## config.mk

```make
export PLATFORM = sky130hd
export DESIGN_NAME = bin_to_rns_9_8_7_seq_flat
export DESIGN_NICKNAME = d
export VERILOG_FILES = /design/src/rtl/bin_to_rns_9_8_7_seq_pkg.sv /design/src/rtl/bin_to_rns_9_8_7_seq_if.sv /design/src/rtl/bin_to_rns_9_8_7_seq_mod_step.sv /design/src/rtl/bin_to_rns_9_8_7_seq.sv /design/src/flat_wrapper.sv
export SDC_FILE = /design/constraint.sdc
export NUM_CORES = 1
export LEC_CHECK = 0
export BUFFER_PORTS_ARGS = -buffer_cell sky130_fd_sc_hd__buf_2
export CAP_MARGIN = 25
export CORE_UTILIZATION = 57
export DETAILED_ROUTE_END_ITERATION = 8
export HOLD_SLACK_MARGIN = 0.03
export PLACE_DENSITY = 0.81
export SLEW_MARGIN = 20
export SYNTH_ARGS = -nofsm -noshare
export SYNTH_HDL_FRONTEND = slang
export SYNTH_SLANG_ARGS = --single-unit
```

## constraint.sdc

```tcl
create_clock -name clk -period 6.88 [get_ports clk]
set_input_delay 1.72 -clock clk [delete_from_list [all_inputs] [get_ports clk]]
set_output_delay 1.72 -clock clk [all_outputs]
set_load 0.02 [all_outputs]
```

## src/rtl/bin_to_rns_9_8_7_seq_pkg.sv

```systemverilog
// Shared constants and types for the (7, 8, 9) residue number system blocks.
// Moduli, residue widths, dynamic range and the converter state encoding.
package rns_9_8_7_pkg;

    localparam int M1 = 7;
    localparam int M2 = 8;
    localparam int M3 = 9;
    localparam int RANGE = 504;

    localparam int W1 = 3;
    localparam int W2 = 3;
    localparam int W3 = 4;

    typedef enum logic [1:0] {
        IDLE = 2'd0,
        BUSY = 2'd1,
        DONE = 2'd2
    } state_e;

    // Bits needed to hold a bit counter that loads with w and counts down to 0.
    function automatic int cnt_width(input int w);
        return $clog2(w + 1);
    endfunction

endpackage

```

## src/rtl/bin_to_rns_9_8_7_seq_if.sv

```systemverilog
// Valid/ready input side and residue output side of the binary-to-RNS converter.
// slave is the converter's view, master is the producer/consumer view.
interface bin_to_rns_9_8_7_seq_if #(
    parameter int IN_W = 9
);
    import rns_9_8_7_pkg::*;

    logic                in_valid;
    logic                in_ready;
    logic [IN_W-1:0]     in_data;
    logic                out_valid;
    logic                out_ready;
    logic [W1-1:0]       x1;
    logic [W2-1:0]       x2;
    logic [W3-1:0]       x3;
    logic                ovf;

    modport slave (
        input  in_valid, in_data, out_ready,
        output in_ready, out_valid, x1, x2, x3, ovf
    );

    modport master (
        output in_valid, in_data, out_ready,
        input  in_ready, out_valid, x1, x2, x3, ovf
    );

endinterface

```

## src/rtl/bin_to_rns_9_8_7_seq_mod_step.sv

```systemverilog
// One Horner step of a residue: (2*r + b) mod M, combinational.
// Power-of-two modulus 8 degenerates into a plain shift-in.
module rns_mod_step #(
    parameter int M = 7,
    parameter int W = 3
) (
    input  logic [W-1:0] r_i,
    input  logic         b_i,
    output logic [W-1:0] r_o
);

    localparam logic [4:0] M_C = 5'(M);

    generate
        if (M == 8) begin : g_shift
            assign r_o = {r_i[W-2:0], b_i};
        end else begin : g_sub
            logic [4:0] sum_s;
            logic [4:0] sub1_s;
            logic [4:0] sub2_s;

            // 2*r + b is at most 2*(M-1)+1, so two conditional subtracts always suffice.
            always_comb begin
                sum_s  = 5'({r_i, b_i});
                sub1_s = (sum_s >= M_C) ? (sum_s - M_C) : sum_s;
                sub2_s = (sub1_s >= M_C) ? (sub1_s - M_C) : sub1_s;
                r_o    = W'(sub2_s);
            end
        end
    endgenerate

endmodule

```

## src/rtl/bin_to_rns_9_8_7_seq.sv

```systemverilog
// Bit-serial MSB-first binary to RNS (7, 8, 9) converter with valid/ready on both sides.
// Residues are the state registers themselves, so they hold between conversions.
module bin_to_rns_9_8_7_seq
    import rns_9_8_7_pkg::*;
#(
    parameter int IN_W = 9
) (
    input  logic                         clk,
    input  logic                         rst,
    bin_to_rns_9_8_7_seq_if.slave        bus
);

    localparam int CNT_W = cnt_width(IN_W);
    localparam logic [CNT_W-1:0] CNT_LOAD = CNT_W'(IN_W);
    localparam logic [CNT_W-1:0] CNT_ONE  = CNT_W'(1);

    state_e            state_q, state_d;
    logic [CNT_W-1:0]  cnt_q, cnt_d;
    logic [IN_W-1:0]   sh_q, sh_d;
    logic [W1-1:0]     r7_q, r7_d, r7_step_s;
    logic [W2-1:0]     r8_q, r8_d, r8_step_s;
    logic [W3-1:0]     r9_q, r9_d, r9_step_s;
    logic              ovf_q, ovf_d;
    logic              ovf_cmp_s;
    logic              bit_s;

    assign bit_s = sh_q[IN_W-1];

    // Widths below 9 bits can never reach 504.
    generate
        if (IN_W >= 9) begin : g_ovf
            assign ovf_cmp_s = (bus.in_data >= IN_W'(RANGE));
        end else begin : g_no_ovf
            assign ovf_cmp_s = 1'b0;
        end
    endgenerate

    rns_mod_step #(.M(M1), .W(W1)) u_step7 (.r_i(r7_q), .b_i(bit_s), .r_o(r7_step_s));
    rns_mod_step #(.M(M2), .W(W2)) u_step8 (.r_i(r8_q), .b_i(bit_s), .r_o(r8_step_s));
    rns_mod_step #(.M(M3), .W(W3)) u_step9 (.r_i(r9_q), .b_i(bit_s), .r_o(r9_step_s));

    // State, counter, shift register and residue registers.
    always_ff @(posedge clk or posedge rst) begin
        if (rst) begin
            state_q <= IDLE;
            cnt_q   <= {CNT_W{1'b0}};
            sh_q    <= {IN_W{1'b0}};
            r7_q    <= {W1{1'b0}};
            r8_q    <= {W2{1'b0}};
            r9_q    <= {W3{1'b0}};
            ovf_q   <= 1'b0;
        end else begin
            state_q <= state_d;
            cnt_q   <= cnt_d;
            sh_q    <= sh_d;
            r7_q    <= r7_d;
            r8_q    <= r8_d;
            r9_q    <= r9_d;
            ovf_q   <= ovf_d;
        end
    end

    // Next-state and datapath updates for accept, bit steps and output handshake.
    always_comb begin
        state_d = state_q;
        cnt_d   = cnt_q;
        sh_d    = sh_q;
        r7_d    = r7_q;
        r8_d    = r8_q;
        r9_d    = r9_q;
        ovf_d   = ovf_q;
        case (state_q)
            IDLE: begin
                if (bus.in_valid) begin
                    state_d = BUSY;
                    cnt_d   = CNT_LOAD;
                    sh_d    = bus.in_data;
                    r7_d    = {W1{1'b0}};
                    r8_d    = {W2{1'b0}};
                    r9_d    = {W3{1'b0}};
                    ovf_d   = ovf_cmp_s;
                end else begin
                    state_d = IDLE;
                end
            end
            BUSY: begin
                sh_d  = {sh_q[IN_W-2:0], 1'b0};
                r7_d  = r7_step_s;
                r8_d  = r8_step_s;
                r9_d  = r9_step_s;
                cnt_d = cnt_q - CNT_ONE;
                if (cnt_q == CNT_ONE) begin
                    state_d = DONE;
                end else begin
                    state_d = BUSY;
                end
            end
            DONE: begin
                if (bus.out_ready) begin
                    state_d = IDLE;
                end else begin
                    state_d = DONE;
                end
            end
            default: begin
                state_d = IDLE;
            end
        endcase
    end

    assign bus.in_ready  = (state_q == IDLE);
    assign bus.out_valid = (state_q == DONE);
    assign bus.x1        = r7_q;
    assign bus.x2        = r8_q;
    assign bus.x3        = r9_q;
    assign bus.ovf       = ovf_q;

endmodule

```

## src/flat_wrapper.sv

```systemverilog
// flat-port wrapper written by rule: the top's interface ports become plain ports
module bin_to_rns_9_8_7_seq_flat import rns_9_8_7_pkg::*;
#(
    parameter int IN_W = 9
)
  (clk, rst, bus_in_valid, bus_in_data, bus_out_ready, bus_in_ready, bus_out_valid, bus_x1, bus_x2, bus_x3, bus_ovf);
  bin_to_rns_9_8_7_seq_if #(.IN_W(IN_W)) bus_i ();
  input  logic clk;
  input  logic rst;
  input wire logic [$bits(bus_i.in_valid)-1:0] bus_in_valid;
  input wire logic [$bits(bus_i.in_data)-1:0] bus_in_data;
  input wire logic [$bits(bus_i.out_ready)-1:0] bus_out_ready;
  output wire logic [$bits(bus_i.in_ready)-1:0] bus_in_ready;
  output wire logic [$bits(bus_i.out_valid)-1:0] bus_out_valid;
  output wire logic [$bits(bus_i.x1)-1:0] bus_x1;
  output wire logic [$bits(bus_i.x2)-1:0] bus_x2;
  output wire logic [$bits(bus_i.x3)-1:0] bus_x3;
  output wire logic [$bits(bus_i.ovf)-1:0] bus_ovf;
  assign bus_i.in_valid = bus_in_valid;
  assign bus_i.in_data = bus_in_data;
  assign bus_i.out_ready = bus_out_ready;
  assign bus_in_ready = bus_i.in_ready;
  assign bus_out_valid = bus_i.out_valid;
  assign bus_x1 = bus_i.x1;
  assign bus_x2 = bus_i.x2;
  assign bus_x3 = bus_i.x3;
  assign bus_ovf = bus_i.ovf;
  bin_to_rns_9_8_7_seq #(.IN_W(IN_W)) u_core (.clk(clk), .rst(rst), .bus(bus_i));
endmodule
```

Yosys cells after proc, flatten, opt, wreduce, memory -nomap -nowiden. Cells that the tools add are included.

Muxes and demuxes: 17. Magnitude comparators: 5. Add/subtract/negate cells: 5. Equality and inequality tests: 4. Reductions and logical operators: 4.

Operators by type and width (count): $pmux W9 S2 (1); $pmux W4 S2 (2); $mux W4 (3); $pmux W3 S2 (2); $ge A5 B4 Y1 const B (2); $mux W5 (2); $ge A9 B9 Y1 const B (1); $mux W9 (1); $mux W3 (2); $pmux W2 S3 (1); $ge A5 B3 Y1 const B (1); $sub A4 B3 Y5 const B (1); $sub A5 B4 Y5 const B (1); $eq A4 B1 Y1 const B (1); $ge A4 B3 Y1 const B (1); $mux W2 (2); $reduce_and A2 Y1 (2); $sub A4 B1 Y4 const B (1); $sub A4 B4 Y4 const B (1); $sub A3 B3 Y3 const B (1); $eq A2 B1 Y1 const B (1); $eq A2 B2 Y1 const B (1); $logic_not A2 Y1 (1); $ne A2 B2 Y1 const B (1); 2 further kinds (2).

Output and inout bits: 13. Input port bits: 13. Register bits after elaboration: 26.

Longest topological paths before layout.
Word-level depth: 5. Gate-level depth with buffers: 12. Depth with buffers taken out: 12.

Modules after synthesis. A second synthesis with hierarchy kept.

Cell total of the unflattened synthesis: 205. Area total of the unflattened synthesis: 1757.9 um^2.

By module, submodules not included: bin_to_rns_9_8_7_seq (seq. area each 650.6 um^2, times used 1, area an instance 1131.1 um^2, cells each 120); rns_mod_step (u_core.u_step9) (seq. area each 0.0 um^2, times used 1, area an instance 402.9 um^2, cells each 53); rns_mod_step (u_core.u_step7) (seq. area each 0.0 um^2, times used 1, area an instance 201.4 um^2, cells each 29); rns_mod_step (u_core.u_step8) (seq. area each 0.0 um^2, times used 1, area an instance 22.5 um^2, cells each 3).

Least setup slack after synthesis. Ideal clock, no wire load.

Path kind: flip-flop to flip-flop. From: register u_core.r9_q[0], in the netlist u_core.bus.x3[0]. To: register u_core.r9_q[2], in the netlist u_core.bus.x3[2]. Period minus slack after synthesis: 3.069 ns. Setup slack: 3.811 ns. Data required time: 6.811 ns. Arrival: 3.000 ns. Cell stages (with the launch flop): 13. Cells stage by stage: dfrtp_1 inv_1 ha_1 or4_4 a21oi_1 a2bb2oi_1 ha_1 a21o_1 a21boi_0 a41oi_2 a21oi_2 or4_1 nand3_1.

Word-level cells in the longest chain between the ends: 5.

Ends and longest elaborated chain: start, declared (RTL line bin_to_rns_9_8_7_seq.sv:22) `logic [W3-1:0] r9_q, r9_d, r9_step_s;`; start signal, assigned (RTL line bin_to_rns_9_8_7_seq.sv:50) `r9_q <= {W3{1'b0}};`; start signal, assigned (RTL line bin_to_rns_9_8_7_seq.sv:58) `r9_q <= r9_d;`; $sub A5 B4 Y5 / $ge A5 B4 Y1 (equally long branches) (RTL line bin_to_rns_9_8_7_seq_mod_step.sv:25) `sub1_s = (sum_s >= M_C) ? (sum_s - M_C) : sum_s;`; $mux W5 * (RTL line bin_to_rns_9_8_7_seq_mod_step.sv:25); $sub A4 B4 Y4 / $ge A5 B4 Y1 (equally long branches) (RTL line bin_to_rns_9_8_7_seq_mod_step.sv:26) `sub2_s = (sub1_s >= M_C) ? (sub1_s - M_C) : sub1_s;`; $mux W4 * (RTL line bin_to_rns_9_8_7_seq_mod_step.sv:26); $pmux W4 S2 * (RTL line bin_to_rns_9_8_7_seq.sv:72) `case (state_q)`.

Mark *: on every way between the ends. The rest lies on a longest branch, timed or not. A chain may end at the register's enable or synchronous reset.

Worst setup path in the final report. Ends and elaborated chain as after synthesis.

==> results.md <==
- FF+latch count, synth: 26
- Slew @ Worst Pin: 0.719 ns
- H-Tree Depth: 1
- Initial antenna violation count: 0
- Worst vdd ir: 0.379 mV
- Number of global-route vias before repair: between 1000 and 1500
- # resized after CTS: 0
- Most frequent cell on the critical path: ha_1
- Via count: 1434
- Max Cap Viol: 0
- Clock power frac: between 10% and 20%
- Die height: approximately 56 um
- Max Root-Sink Buffers: 2
- Top-count cell post-synth: nand2_1
- Skew final: roughly 0.0026 ns
- Fmax: around 300 MHz
- Io pins: 26
- Critical Path Source Type: flop
- DRC viols: 0
- Worst-path fanout max: 8
- Post-synthesis sequential area ratio: about two fifths
- Fin util: about 67%
- Layout cells sized above 1: a little over 20%
- Wire per inst: 13.9 um
- Logic pwr share: 58.1%
- Commonest register cell after synthesis: dfrtp_1
- Die X: 56.0 um
- Synth area leaders: dfrtp_1 39%, nand2_1 7.9%, ha_1 6.0%
- Post-CTS Setup Bufs: 0
- Outcome: finished clean
- Syn nets: between 200 and 250
- Final-report hold violation count: 0
- Root buffer cell: clkbuf_4
- Gr usage total: between 20% and 30%
- Fin crit period: 3.33 ns
- Post-Syn Area: roughly 1700 um2
- Initial Utilization: 60.2%
- First-pass GRT wire length: ~5700 um
- Port Buffers: 25
- Leading area contributor after synthesis: dfrtp_1
- Number of synthesized flops with an enable pin: 0
- Nets@finish: between 200 and 250
- DP Wirelength: between 2000 and 2500 um
- Total Wirelength: 3330 um
- Share of the synthesized area in the top cell type: 39.2%
- Total core area: between 2000 and 3000 um2
- Mean Syn Cell Area: approximately 9 um2
- Worst Setup End Kind: flop
- Worst Hold Class: reg2reg
- Net Switching: ~470 uW
- Power share of the sequential group: between 30% and 40%
- Clock transition at path regs: between 0.1 and 0.15 ns
- P per Cell Area: ~540 nW/um2
- Vias/cell: 6.00
- DRT antenna net count: 0
- Pleak: 0.887 nW
- Later-pin clock latency in the skew report: 0.32 ns
- Slowest-stage cell, CP: dfrtp_1
- GP Congestion: ~0.83
- Slowest cell delay on critical path: around 0.52 ns
- Die area: approximately 3100 um2
- # setup viols final: 0
- CP cell instances: inv_1 > ha_1 > or4_4 > a21oi_1 > a2bb2oi_1 > ha_1 > a21o_1 > a21boi_0 > a41oi_2 > a21oi_2 > or4_1 > nand3_1
- Synth cell types: just under 50
- CTS tree: yes
- Post-CTS Hold Buffers: 0
- 1st-iter DRT viols: 72
- WS Path Type: reg2reg
- Aggregate global routing overflow: 0
- Yosys warns: 0
- Synth cell count leaders: 35 x nand2_1, 26 x dfrtp_1, 17 x o21ai_0
- Area Growth Syn to Fin: 11.0%
- P_int: between 500 and 600 uW
- Slew Viols, Final: 0
- Total CTS buffers: 3
- Max-Slew Margin vs Limit: between 50% and 60%
- RSZ-0062 raised after global routing: false
- Switching portion of total power: a little under half
- DR pass1 iterations: 5
- Ratio of final minimum period to clock period: ~48%
- Site row count: 19
- Post-synth ARST share: 100%
- CP Data Arrival Time: 3.60 ns
- CTS sink cnt: 26
- Diode count: 0
- Setup TNS: 0 ns
- Post-Syn Instances: around 190
- Critical Path RT: 7.15 ns
- Largest net degree at the start of global routing: 27
[layout make-up]
class / instances / area, um2
timing repair buffer: 27 / 160
fill: 216 / 916
sequential: 26 / 651
inverter: 12 / 45.0
clock buffer: 3 / 22.5
tap: 31 / 38.8
clock inverter: 1 / 30.0
multi-input combinational: 139 / 895
[metal layers]
layer  GRT usage [%]  vias up  routed length (um)
li1                -      703                   -
met1            30.4      678                1440
met2            38.4       46                1690
met3            2.09        7                 134
met4            9.06        0                  58
met5               0        -                   0
[flip-flops by register name, summed over array words and instances (netlist names)]
name	count
u_core.bus.x1	3
u_core.sh_q	9
u_core.bus.x2	3
u_core.bus.ovf	1
u_core.cnt_q	4
u_core.state_q	2
u_core.bus.x3	4
[worst paths after layout]
kind	startpoint	end	slack (ns)	cells past startpoint
max in group asynchronous	rst	u_core.bus.x2[2]	5.15	3
max reg2reg	u_core.bus.x3[0]	u_core.bus.x3[2]	3.55	12
min	u_core.sh_q[1]	u_core.sh_q[1]	0.49	2
min reg2reg	u_core.sh_q[1]	u_core.sh_q[1]	0.49	2
min in group asynchronous	rst	u_core.state_q[0]	1.33	2
max	u_core.bus.x3[0]	u_core.bus.x3[2]	3.55	12
[metrics by stage]
stage	hold WS [ns]	setup slack (ns)	instance area [um2]	instances	total power [mW]
CTS	0.498	3.54	1810	238	0.997
global route	0.513	3.32	1840	239	1.09
finish	0.490	3.55	1840	239	0.997
detailed placement	0.464	3.48	1760	234	0.892
floorplan	0.447	3.81	1660	188	0.779
global placement	0.461	3.57	1760	234	0.858
[cells in the final DEF (no fill, tap or decap), types with 3 or more instances in the layout]
cell type and n:
nand3_1 5, inv_1 12, nand2_1 35, a21oi_1 12, nor2b_1 4, nand2b_1 3
xnor2_1 4, a22oi_1 7, ha_1 8, a22o_1 3, o21ai_0 17, buf_2 25
clkbuf_4 3, dfrtp_1 26, nor2_1 3
[critical path: cells and delay by family, from the launching register on]
family	cells	cell delay (ns)
AOI/OAI and AO/OA	6	1.05
and+or+nand+nor	3	1.08
buffers and inverters	1	0.10
adders and majority gates	2	0.54
DFF	1	0.52
[power groups by stage]
stage | Combinational, mW | Sequential [mW] | Clock (mW)
CTS | 0.577 | 0.313 | 0.106
floorplan | 0.473 | 0.306 | 0
global route | 0.657 | 0.326 | 0.111
detailed placement | 0.576 | 0.316 | 0
finish | 0.580 | 0.314 | 0.103
global placement | 0.545 | 0.312 | 0
[cell families after synthesis]
family          share of synthesized area (%)
compound gates                           22.5
xor+xnor                                 2.64
fa+ha+maj                                6.03
buf+inv                                  7.01
flops                                    39.2
mux                                     0.603
simple gates                             22.0
Note: power is estimated with default switching activity, not from simulation.
